--- src/rtl/maxmin_pkg.sv ---
// Shared types and helpers for the max/min group reducer.
package maxmin_pkg;

   typedef enum logic [1:0] {
      S_IDLE  = 2'b00,
      S_RD    = 2'b01,
      S_WR    = 2'b10,
      S_RETRY = 2'b11
   } state_t;

   localparam logic MODE_MAX = 1'b0;
   localparam logic MODE_MIN = 1'b1;

   // Minimum result of 1 keeps single-bit fields legal for tiny parameters.
   function automatic int clog2(input int n);
      int r;
      r = 0;
      for (int i = 0; i < 32; i++) begin
         if ((64'd1 << r) < 64'(n)) r++;
      end
      return (r < 1) ? 1 : r;
   endfunction

endpackage

--- src/rtl/maxmin_sync.sv ---
// Registered reconfiguration acknowledge; only granted while the reducer is idle.
module maxmin_sync (
   input  logic clk,
   input  logic rst,
   input  logic is_idle,
   input  logic rc_reqn,
   output logic rc_ackn
);

   logic r_ackn;

   always_ff @(posedge clk or posedge rst) begin
      if (rst) begin
         r_ackn <= 1'b1;
      end else if (rc_reqn) begin
         r_ackn <= 1'b1;
      end else if (is_idle) begin
         r_ackn <= 1'b0;
      end
   end

   assign rc_ackn = r_ackn;

endmodule

--- src/rtl/maxmin_reduce.sv ---
// Reduces each group of C_NUM words to its maximum or minimum plus the winning position,
// with downstream retry, upstream timeout flag and an idle-only reconfiguration handshake.
module maxmin_reduce
   import maxmin_pkg::*;
#(
   parameter int C_DW          = 32,
   parameter int C_NUM         = 4,
   parameter int C_SIGNED      = 0,
   parameter int C_RETRY_DELAY = 16,
   parameter int C_TO_LIMIT    = 15
) (
   input  logic                     clk,
   input  logic                     rst,
   input  logic                     mode,
   input  logic                     c_prdy,
   output logic                     c_crdy,
   output logic                     c_cerr,
   input  logic [C_DW-1:0]          c_data,
   output logic                     p_prdy,
   input  logic                     p_crdy,
   input  logic                     p_cerr,
   output logic [C_DW-1:0]          p_data,
   output logic [clog2(C_NUM)-1:0]  p_idx,
   input  logic                     rc_reqn,
   output logic                     rc_ackn
);

   localparam int W_IDX = clog2(C_NUM);
   localparam int W_TO  = clog2(C_TO_LIMIT + 1);
   localparam int W_RTY = clog2(C_RETRY_DELAY + 1);

   state_t            r_state;
   state_t            w_next;
   logic              r_mode;
   logic [C_DW-1:0]   r_acc;
   logic [W_IDX-1:0]  r_idx;
   logic [W_IDX-1:0]  r_pos;
   logic [W_TO-1:0]   r_to;
   logic [W_RTY-1:0]  r_rty;

   logic w_accept;
   logic w_last;
   logic w_go;
   logic w_gt;
   logic w_lt;
   logic w_better;
   logic w_is_idle;

   assign w_is_idle = (r_state == S_IDLE);
   assign w_accept  = c_prdy & c_crdy;
   assign w_last    = w_accept & (r_pos == W_IDX'(C_NUM - 1));
   // rc_reqn low in idle means an acknowledge is being granted this cycle.
   assign w_go      = c_prdy & rc_ackn & rc_reqn;

   always_comb begin
      w_gt = 1'b0;
      w_lt = 1'b0;
      if (C_SIGNED != 0) begin
         w_gt = $signed(c_data) > $signed(r_acc);
         w_lt = $signed(c_data) < $signed(r_acc);
      end else begin
         w_gt = c_data > r_acc;
         w_lt = c_data < r_acc;
      end
   end

   assign w_better = (r_mode == MODE_MIN) ? w_lt : w_gt;

   always_ff @(posedge clk or posedge rst) begin
      if (rst) begin
         r_state <= S_IDLE;
      end else begin
         r_state <= w_next;
      end
   end

   always_comb begin
      w_next = r_state;
      case (r_state)
         S_IDLE:  if (w_go) w_next = S_RD;
         S_RD:    if (w_last) w_next = S_WR;
         S_WR: begin
            if (p_crdy) begin
               w_next = S_IDLE;
            end else if (p_cerr) begin
               w_next = S_RETRY;
            end
         end
         S_RETRY: if (r_rty == W_RTY'(C_RETRY_DELAY - 1)) w_next = S_WR;
         default: w_next = S_IDLE;
      endcase
   end

   always_ff @(posedge clk or posedge rst) begin
      if (rst) begin
         r_mode <= MODE_MAX;
         r_acc  <= '0;
         r_idx  <= '0;
         r_pos  <= '0;
      end else begin
         if (w_is_idle && w_go) begin
            r_mode <= mode;
            r_pos  <= '0;
         end
         if (w_accept) begin
            r_pos <= w_last ? '0 : r_pos + 1'b1;
            if ((r_pos == '0) || w_better) begin
               r_acc <= c_data;
               r_idx <= r_pos;
            end
         end
      end
   end

   always_ff @(posedge clk or posedge rst) begin
      if (rst) begin
         r_rty <= '0;
         r_to  <= '0;
      end else begin
         r_rty <= (r_state == S_RETRY) ? r_rty + 1'b1 : '0;
         if (c_prdy && !c_crdy) begin
            if (r_to != W_TO'(C_TO_LIMIT)) r_to <= r_to + 1'b1;
         end else begin
            r_to <= '0;
         end
      end
   end

   maxmin_sync u_sync (
      .clk     (clk),
      .rst     (rst),
      .is_idle (w_is_idle),
      .rc_reqn (rc_reqn),
      .rc_ackn (rc_ackn)
   );

   assign c_crdy = (r_state == S_RD);
   assign p_prdy = (r_state == S_WR);
   assign c_cerr = (r_to == W_TO'(C_TO_LIMIT)) & ~c_crdy;
   assign p_data = r_acc;
   assign p_idx  = r_idx;

endmodule

--- config.mk ---
export PLATFORM = sky130hd
export DESIGN_NAME = maxmin_reduce
export DESIGN_NICKNAME = d
export VERILOG_FILES = /design/src/rtl/maxmin_pkg.sv /design/src/rtl/maxmin_sync.sv /design/src/rtl/maxmin_reduce.sv
export SDC_FILE = /design/constraint.sdc
export NUM_CORES = 1
export LEC_CHECK = 0
export ABC_CLOCK_PERIOD_IN_PS = 3710
export BUFFER_PORTS_ARGS = -buffer_cell sky130_fd_sc_hd__buf_4
export CORE_MARGIN = 10
export CORE_UTILIZATION = 50
export DETAILED_ROUTE_END_ITERATION = 7
export PLACE_DENSITY = 0.77
export SLEW_MARGIN = 20
export SYNTH_ARGS = -nofsm -noshare
export SYNTH_HDL_FRONTEND = slang
export SYNTH_SLANG_ARGS = --single-unit
--- constraint.sdc ---
create_clock -name clk -period 3.71 [get_ports clk]
set_input_delay 0.5565 -clock clk [delete_from_list [all_inputs] [get_ports clk]]
set_output_delay 0.5565 -clock clk [all_outputs]
set_load 0.05 [all_outputs]
==> results of run 1 <==
## state kept, by name, summed over array words and instances (netlist names)
signal,flops
r_pos,2
r_to,4
r_mode,1
u_sync.rc_ackn,1
r_state,2
p_data,32
p_idx,2
r_rty,5
## area by class of cell
class | instances | area [µm²]
clock buffers | 8 | 90.1
fillers | 468 | 1960
inverters | 39 | 148
multi-input cells | 172 | 1440
flip-flops and latches | 49 | 1230
well taps | 72 | 90.1
repair buffers | 78 | 586
## layer usage
metal  track usage  share of wire  vias up
li1              -              -     1082
met1         0.156           0.41     1006
met2         0.233           0.49       47
met3        0.0511          0.078       10
met4        0.0455          0.014        0
met5             0              0        -
## cells in the final DEF, fill, tap and decap left out, types with 2 or more instances in the layout
cell type  netlist  routed
nand2_1         15      15
mux2_4           3       3
nor3_1           3       3
dfrtp_1         48      48
and3_1           3       3
buf_4            0      78
a21oi_1         17      17
xnor2_1          3       3
o21ai_0          8       8
a31oi_1          3       3
inv_1           39      38
nand3_1          7       7
clkbuf_8         0       6
mux2_2          32      32
clkbuf_1         2       2
o211ai_1         3       3
nand4_1          7       7
a22o_1           2       2
ha_1            37      37
nor2_1          14      14
nor2b_1          2       2
## power by group
part	internal, mW	switching, mW	total, mW
combinational	0.871	1.35	2.22
clock	0.152	0.170	0.322
sequential	0.783	0.213	0.995
total	1.81	1.73	3.54
## worst paths after layout
path / from / endpoint / slack, ns / depth (start not counted)
min reg2reg: r_rty[0] / r_rty[0] / 0.47 / 1
max: p_data[31] / p_data[25] / 0.87 / 11
max in group asynchronous: rst / r_to[0] / 2.80 / 2
min in group clk: p_crdy / r_state[1] / 0.43 / 2
max reg2reg: p_data[31] / p_data[25] / 0.87 / 11
min: rst / p_data[31] / 0.40 / 2
## worst max-delay path, delay by kind of cell, from the launching register on
family	cells	cell delay, ns
adders and majority gates	1	0.28
and+or+nand+nor	3	0.73
buffers and inverters	2	0.39
muxes	1	0.38
AOI/OAI and AO/OA	3	0.36
DFF	1	0.39
xor gates and xnor gates	1	0.19
## logic make-up after synthesis
group	count (synthesis)	synth area share
simple gates	55	0.0925
buf+inv	45	0.0675
xor+xnor	4	0.0123
mux	36	0.145
compound gates	40	0.0903
fa+ha+maj	37	0.162
flops	49	0.430
## per-stage QoR
| stage | std cells | util | hold WS, ns |
|---|---|---|---|
| 4_1_cts | 418 | 0.645 | 0.425 |
| 3_3_place_gp | 410 | 0.629 | 0.446 |
| 6_report | 418 | 0.645 | 0.395 |
| 3_5_place_dp | 410 | 0.629 | 0.465 |
| 2_1_floorplan | 266 | - | 0.433 |
| 5_1_grt | 418 | 0.645 | 0.433 |
==> results.cfg, run 1 <==
[logic_synthesis]
synth-edff-count = 0
synth_warnings = 0
syn_area_um2 = 2860
syn-num-nets = 342
synthTopCellsByArea = dfrtp_1 42%, ha_1 16%, mux2_2 13%
synth_common_cells = 48 x dfrtp_1, 39 x inv_1, 37 x ha_1
synth_largest_area_cell = dfrtp_1
synthFlopType = dfrtp_1
ys_types = 35
avgSynthCellArea_um2 = 10.7
synthArstFlopShare = 1.00
post-synth-top-count-cell = dfrtp_1
syn_inst = 266
yosysTopAreaCellShare = 0.421
ys_seq_area_frac = 0.430
synth_seq_cells = 49

[layout]
num-nets-final = 421
fin_area_um2 = 3580
drive_above_1_share = 0.355
area_growth_pct = 25.2
diodes = 0

[clock_network]
clkTransAtPathRegs_ns = 0.09
cts_setup_buffers = 0
clock_path_buffers = 2
htreeDepth = 2
cts-root-buf = clkbuf_8
hold_buffers = 0
cts_made_buffers = 5
clock_sinks = 49
clk_latency_ns = 0.30
cts_resized = 0
cts_tree = built

[timing]
slew_violations = 0
setup_ws_ns = 0.866
fmax_mhz = 352
setup_tns_ns = 0
hold_viol = 0
skew_ns = 0.00989
rsz0062_at_grt = false
period_needed_ns = 2.84
post-route-period-util = 0.766
report.final.setup_viol = 0
max_slew.worst_pin.slew_ns = 0.846
maxSlewHeadroom = 0.436

[drt]
num_vias = 2145
vias_per_cell = 5.13
drtIter0Drc = 53
antenna_left = 0
drt_wl_total_um = 6150
detail_route.wl_per_cell_um = 14.7
post-route-drc-count = 0
firstDrtPassIters = 4

[global_route]
grt_pass1_wl_um = 10100
antenna_found_initial = 0
grt_max_degree = 50
globalRoute.totalOverflow = 0
grt_pass1_vias = 2156
grt_usage = 0.137

[die]
die_w_um = 95.6
rows = 27
io_pins = 77
core_um2 = 5540
start_util = 0.515
fp.dieArea_um2 = 9130
die_y_um = 95.6

[placement]
pre_cts_ws_ns = 0.591
dp_hpwl_um = 4950
postPlaceCellArea_um2 = 3480
port_buffers = 76
routabilityCongestion = 0.783

[setup_path]
cpMaxStageDelayCell = nor4_1
end_kind = register
worst_setup_path_start_kind = register
path_cells = inv_1 -> ha_1 -> nand4_1 -> nor4_1 -> nand2_1 -> o211ai_1 -> a31oi_1 -> xnor2_1 -> a32oi_4 -> buf_4 -> mux2_2
crit_required_ns = 3.89
critPathKind = register to register
crit_path_max_incr_delay_ns = 0.50
path_max_fanout = 21
cp_data_arrival_time_ns = 3.03

[pwr]
power.density_nw_per_um2 = 989
p_leak_nw = 1.85
p_total_mw = 3.54
peakVddDrop_mv = 0.620

[outcome]
status = finished clean

[flow_run]
drv_cap = 0

[min_path]
worst_hold_path_type = input port to asynchronous set/reset pin
Power figures use the tool's default switching activity.
==> run 2, diff against run 1 <==
--- a/config.mk
+++ b/config.mk
@@ -5,10 +5,11 @@
 export SDC_FILE = /design/constraint.sdc
 export NUM_CORES = 1
 export LEC_CHECK = 0
-export ABC_CLOCK_PERIOD_IN_PS = 3710
+export ABC_AREA = 1
+export ABC_CLOCK_PERIOD_IN_PS = 2600
 export BUFFER_PORTS_ARGS = -buffer_cell sky130_fd_sc_hd__buf_4
 export CORE_MARGIN = 10
-export CORE_UTILIZATION = 50
+export CORE_UTILIZATION = 49
 export DETAILED_ROUTE_END_ITERATION = 7
 export PLACE_DENSITY = 0.77
 export SLEW_MARGIN = 20
==> constraint.sdc (replaced) <==
create_clock -name clk -period 2.6 [get_ports clk]
set_input_delay 0.39 -clock clk [delete_from_list [all_inputs] [get_ports clk]]
set_output_delay 0.39 -clock clk [all_outputs]
set_load 0.05 [all_outputs]
==> run 2 against run 1 <==
Cell count increased by 27%; wire length increased by 16%; flip-flop and latch count unchanged; critical endpoint is now p_idx[0]; largest cell class unchanged; highest routed layer unchanged.
==> results.cfg, run 2 <==
[placement]
placed_cells = 521
dp_hpwl_um = 5580
routabilityCongestion = 0.798
postPlaceCellArea_um2 = 3780
port_buffers = 76

[drt]
vias_per_cell = 4.91
num_vias = 2598
firstDrtPassIters = 6
post-route-drc-count = 0
drtIter0Drc = 88
detail_route.wl_per_cell_um = 13.4
antenna_left = 0
drt_wl_total_um = 7110

[timing]
post-route-period-util = 0.821
max_slew.worst_pin.slew_ns = 0.607
setup_tns_ns = 0
maxSlewHeadroom = 0.594
period_needed_ns = 2.14
fmax_mhz = 468
slew_violations = 0
holdWs_ns = 0.145
hold_viol = 0
rsz0062_at_grt = false
report.final.setup_viol = 0
skew_ns = 0.00971

[logic_synthesis]
avgSynthCellArea_um2 = 8.49
synth_common_cells = 61 x nand2_2, 55 x inv_1, 52 x nand2_1
synth_seq_cells = 49
syn-num-nets = 449
synth_warnings = 0
synthTopCellsByArea = dfrtp_1 38%, ha_1 15%, nand2_2 12%
synth-edff-count = 0
ys_types = 32
syn_inst = 373
synthFlopType = dfrtp_1
synthArstFlopShare = 1.00
synth_largest_area_cell = dfrtp_1
post-synth-top-count-cell = nand2_2
yosysTopAreaCellShare = 0.379
syn_area_um2 = 3170
ys_seq_area_frac = 0.388

[setup_path]
path_max_fanout = 34
critPathKind = register to register
crit_path_max_incr_delay_ns = 0.43
worst_setup_path_start_kind = register
cpMaxStageDelayCell = dfrtp_1
cp.depth = 13
crit_required_ns = 2.81
reg2reg_from = p_data[31]
ff2ff_path_depth = 13
path_cells = inv_1 -> ha_1 -> nand2_1 -> nor2_1 -> nand2_1 -> nor2_2 -> nand2_1 -> nand2_1 -> nand2_2 -> nand3_4 -> nand2_8 -> nand2_1 -> nand2_1
rr_endpoint = p_idx[0]
path_buf_inv = 1
cp_common_cell = nand2_1
cp_data_arrival_time_ns = 2.34
critPathTopFamily = simple AND/OR/NAND/NOR gates
end_kind = register
rrSetupSlack_ns = 0.46

[die]
rows = 29
start_util = 0.502
die_y_um = 100
die_w_um = 100
fp.dieArea_um2 = 10100
io_pins = 77
core_um2 = 6310

[clock_network]
cts_resized = 0
hold_buffers = 0
clk_latency_ns = 0.31
cts_tree = built
cts_setup_buffers = 0
clock_sinks = 49
cts-root-buf = clkbuf_8
cts_made_buffers = 5
htreeDepth = 2
clkTransAtPathRegs_ns = 0.10
clock_path_buffers = 2

[flow_run]
drv_cap = 0

[pwr]
peakVddDrop_mv = 0.936
p_total_mw = 5.01
p_leak_nw = 2.08
power.density_nw_per_um2 = 1290

[layout]
drive_above_1_share = 0.352
area_growth_pct = 23.0
nFillCells = 584
final_common_cell = buf_4
fin_area_um2 = 3890
num-nets-final = 527
mostFrequentLayoutCells = 79 x buf_4, 61 x nand2_2, 54 x inv_1
regArea_um2 = 1230
fin_cells = 529
multi_input_area_um2 = 1630
diodes = 0
largest_reg_flops = 32

[global_route]
grt_pass1_vias = 2692
grt_max_degree = 35
globalRoute.totalOverflow = 0
grt_usage = 0.143
antenna_found_initial = 0
grt_pass1_wl_um = 12200

[outcome]
status = finished clean

[min_path]
worst_hold_path_type = input port to asynchronous set/reset pin
[run 2: changes by cell type after synthesis, moves of 5 or more]
cell and change:
nand2_2 +61, nand3_1 +34, nand2_1 +37, inv_1 +16, mux2_2 -31, nand4_1 -5
nor2_1 +6
[run 2: kinds of logic (layout without fill, tap and decap cells)]
logic type	Yosys count	count (layout)	synth area share
fa+ha+maj	37	37	0.146
flops	49	49	0.388
xor+xnor	2	2	0.00553
compound gates	34	34	0.0597
buf+inv	66	145	0.0984
mux	1	1	0.00356
simple gates	184	184	0.299
[run 2: how the worst max path moves through the flow]
stage          startpoint          to
2_1_floorplan  p_data[23]  p_data[10]
3_3_place_gp   c_data[31]   p_data[5]
3_5_place_dp    c_data[7]    p_idx[0]
4_1_cts        p_data[31]    p_idx[0]
5_1_grt        p_data[31]   p_data[1]
6_report       p_data[31]    p_idx[0]
[run 2: final cells by class]
type,instances,area share
repair buffers,80,0.157
well taps,77,0.0247
clock inverters,3,0.0119
clock buffers,5,0.0177
flip-flops and latches,49,0.315
multi-input cells,258,0.418
inverters,57,0.0549
[run 2: power by group]
part	switching [mW]	internal [mW]	leakage [nW]
logic	2.05	1.01	1.41
clock network	0.283	0.288	0.0543
registers	0.294	1.08	0.622
[run 2: stage by stage]
step	setup WS, ns	util
finish	0.464	0.617
CTS	0.435	0.617
global route	0.233	0.617
floorplan	0.438	-
global placement	0.421	0.598
detailed placement	0.392	0.598
[run 2: metal layers]
layer	up-vias	global-route usage	part of all wire
met5	-	0	0
met4	0	0.0337	0.0083
met3	5	0.0378	0.048
met2	50	0.245	0.49
met1	1200	0.174	0.45
li1	1343	-	-
==> run 3, diff against run 2 <==
--- a/config.mk
+++ b/config.mk
@@ -6,7 +6,7 @@
 export NUM_CORES = 1
 export LEC_CHECK = 0
 export ABC_AREA = 1
-export ABC_CLOCK_PERIOD_IN_PS = 2600
+export ABC_CLOCK_PERIOD_IN_PS = 1800
 export BUFFER_PORTS_ARGS = -buffer_cell sky130_fd_sc_hd__buf_4
 export CORE_MARGIN = 10
 export CORE_UTILIZATION = 49
==> constraint.sdc (replaced) <==
create_clock -name clk -period 1.8 [get_ports clk]
set_input_delay 0.27 -clock clk [delete_from_list [all_inputs] [get_ports clk]]
set_output_delay 0.27 -clock clk [all_outputs]
set_load 0.05 [all_outputs]
==> run 3 against run 2 <==
The flow now finishes with violations (negative setup slack); maximum frequency increased by 6.0%; worst setup slack lost 0.68 ns; flip-flop and latch count unchanged; cell count increased by 8.7%; sequential share of layout area shrank 6.3 points; global-route usage increased by 3.1 points; largest power group unchanged.
==> results.cfg, run 3 (synthesis results as in run 2) <==
[timing]
rsz0062_at_grt = true
maxSlewHeadroom = 0.607
post-route-period-util = 1.12
period_needed_ns = 2.01
setup_tns_ns = -6.47
hold_viol = 0
skew_ns = 0.00948
report.final.setup_viol = 34
holdWs_ns = 0.0157
slew_violations = 0
fmax_mhz = 496
max_slew.worst_pin.slew_ns = 0.588
setup_ws_ns = -0.215

[layout]
utilization = 0.795
mostFrequentLayoutCells = 117 x buf_4, 67 x nand2_2, 31 x inv_1, 31 x dfrtp_2, 27 x nand2_1
area_growth_pct = 58.4
diodes = 0
fin_area_um2 = 5020
fin_cells = 575
final_common_cell = buf_4
largest_reg_flops = 32
drive_above_1_share = 0.699
num-nets-final = 573

[die]
die_y_um = 100
rows = 29
core_um2 = 6310
start_util = 0.502
die_w_um = 100
fp.dieArea_um2 = 10100
io_pins = 77

[global_route]
grt_usage = 0.174
grt_pass1_wl_um = 14600
grt_pass1_vias = 3183
antenna_found_initial = 0
grt_max_degree = 26
globalRoute.totalOverflow = 0

[clock_network]
hold_buffers = 0
clk_latency_ns = 0.31
clock_sinks = 49
clkTransAtPathRegs_ns = 0.10
cts_tree = built
cts-root-buf = clkbuf_8
htreeDepth = 2
clock_path_buffers = 2
cts_made_buffers = 5

[drt]
antenna_left = 0
detail_route.wl_per_cell_um = 16.2
num_vias = 2992
drt_wl_total_um = 9310
post-route-drc-count = 0
vias_per_cell = 5.20
firstDrtPassIters = 5
drtIter0Drc = 145

[setup_path]
ff2ff_path_depth = 15
cp_data_arrival_time_ns = 2.26
rr_endpoint = p_data[1]
rrSetupSlack_ns = -0.21
reg2reg_from = p_data[7]
crit_required_ns = 2.05
path_max_fanout = 8
worst_setup_path_start_kind = register
critPathKind = register to register
end_kind = register

[flow_run]
drv_cap = 0

[placement]
pre_cts_ws_ns = -0.258
postPlaceCellArea_um2 = 4270
dp_hpwl_um = 6370
placed_cells = 560
port_buffers = 76
routabilityCongestion = 0.831

[min_path]
worst_hold_path_type = input port to asynchronous set/reset pin

[pwr]
power.density_nw_per_um2 = 1870
peakVddDrop_mv = 1.16
p_total_mw = 9.40
p_leak_nw = 2.39

[outcome]
violations = negative setup slack
status = finished with violations
-- run 3: critical path: stages (launching register included) --
cell and delay, ns:
dfrtp_2 0.42, inv_2 0.07, ha_4 0.20, a21o_1 0.18, nor2_1 0.10, nand2_1 0.08
nand2_2 0.07, nand2_1 0.06, nand2_2 0.08, nand2_2 0.05, nand2_2 0.07, nand3_4 0.13
nand2_8 0.16, buf_12 0.17, nand2_2 0.05, nand2_1 0.05
-- run 3: per-layer routing --
metal  GRT usage  vias to the layer above  wire length, µm
li1            -                     1435                -
met1       0.195                     1473             3570
met2       0.318                       65             5090
met3      0.0412                       19              451
met4      0.0467                        0              188
met5           0                        -                0
-- run 3: final cells by class --
cell class	count	area, µm²
flip-flops and latches	49	1270
repair buffers	126	1050
multi-input cells	258	2280
inverters	57	214
well taps	77	96.3
clock buffers	5	68.8
clock inverters	3	46.3
fillers	409	1300
-- run 3: power by group --
part	total, mW	switching (mW)	internal, mW
logic	6.62	3.97	2.65
clock network	0.837	0.420	0.417
registers	1.94	0.328	1.61
-- run 3: repair_timing --
action | in CTS | in global routing
pin swaps | 26 | 24
setup endpoints to repair | 34 | 35
cloned | 1 | 1
resized for setup | 71 | 51
setup buffers | 4 | 3
-- run 3: worst max-delay path by stage --
stage                       endpoint        from
after floorplan             p_idx[1]  p_data[18]
after global placement     p_data[8]  c_data[15]
after global routing       p_data[0]  p_data[27]
final                      p_data[1]   p_data[7]
after detailed placement  p_data[10]  c_data[15]
after CTS                 p_data[24]  p_data[23]
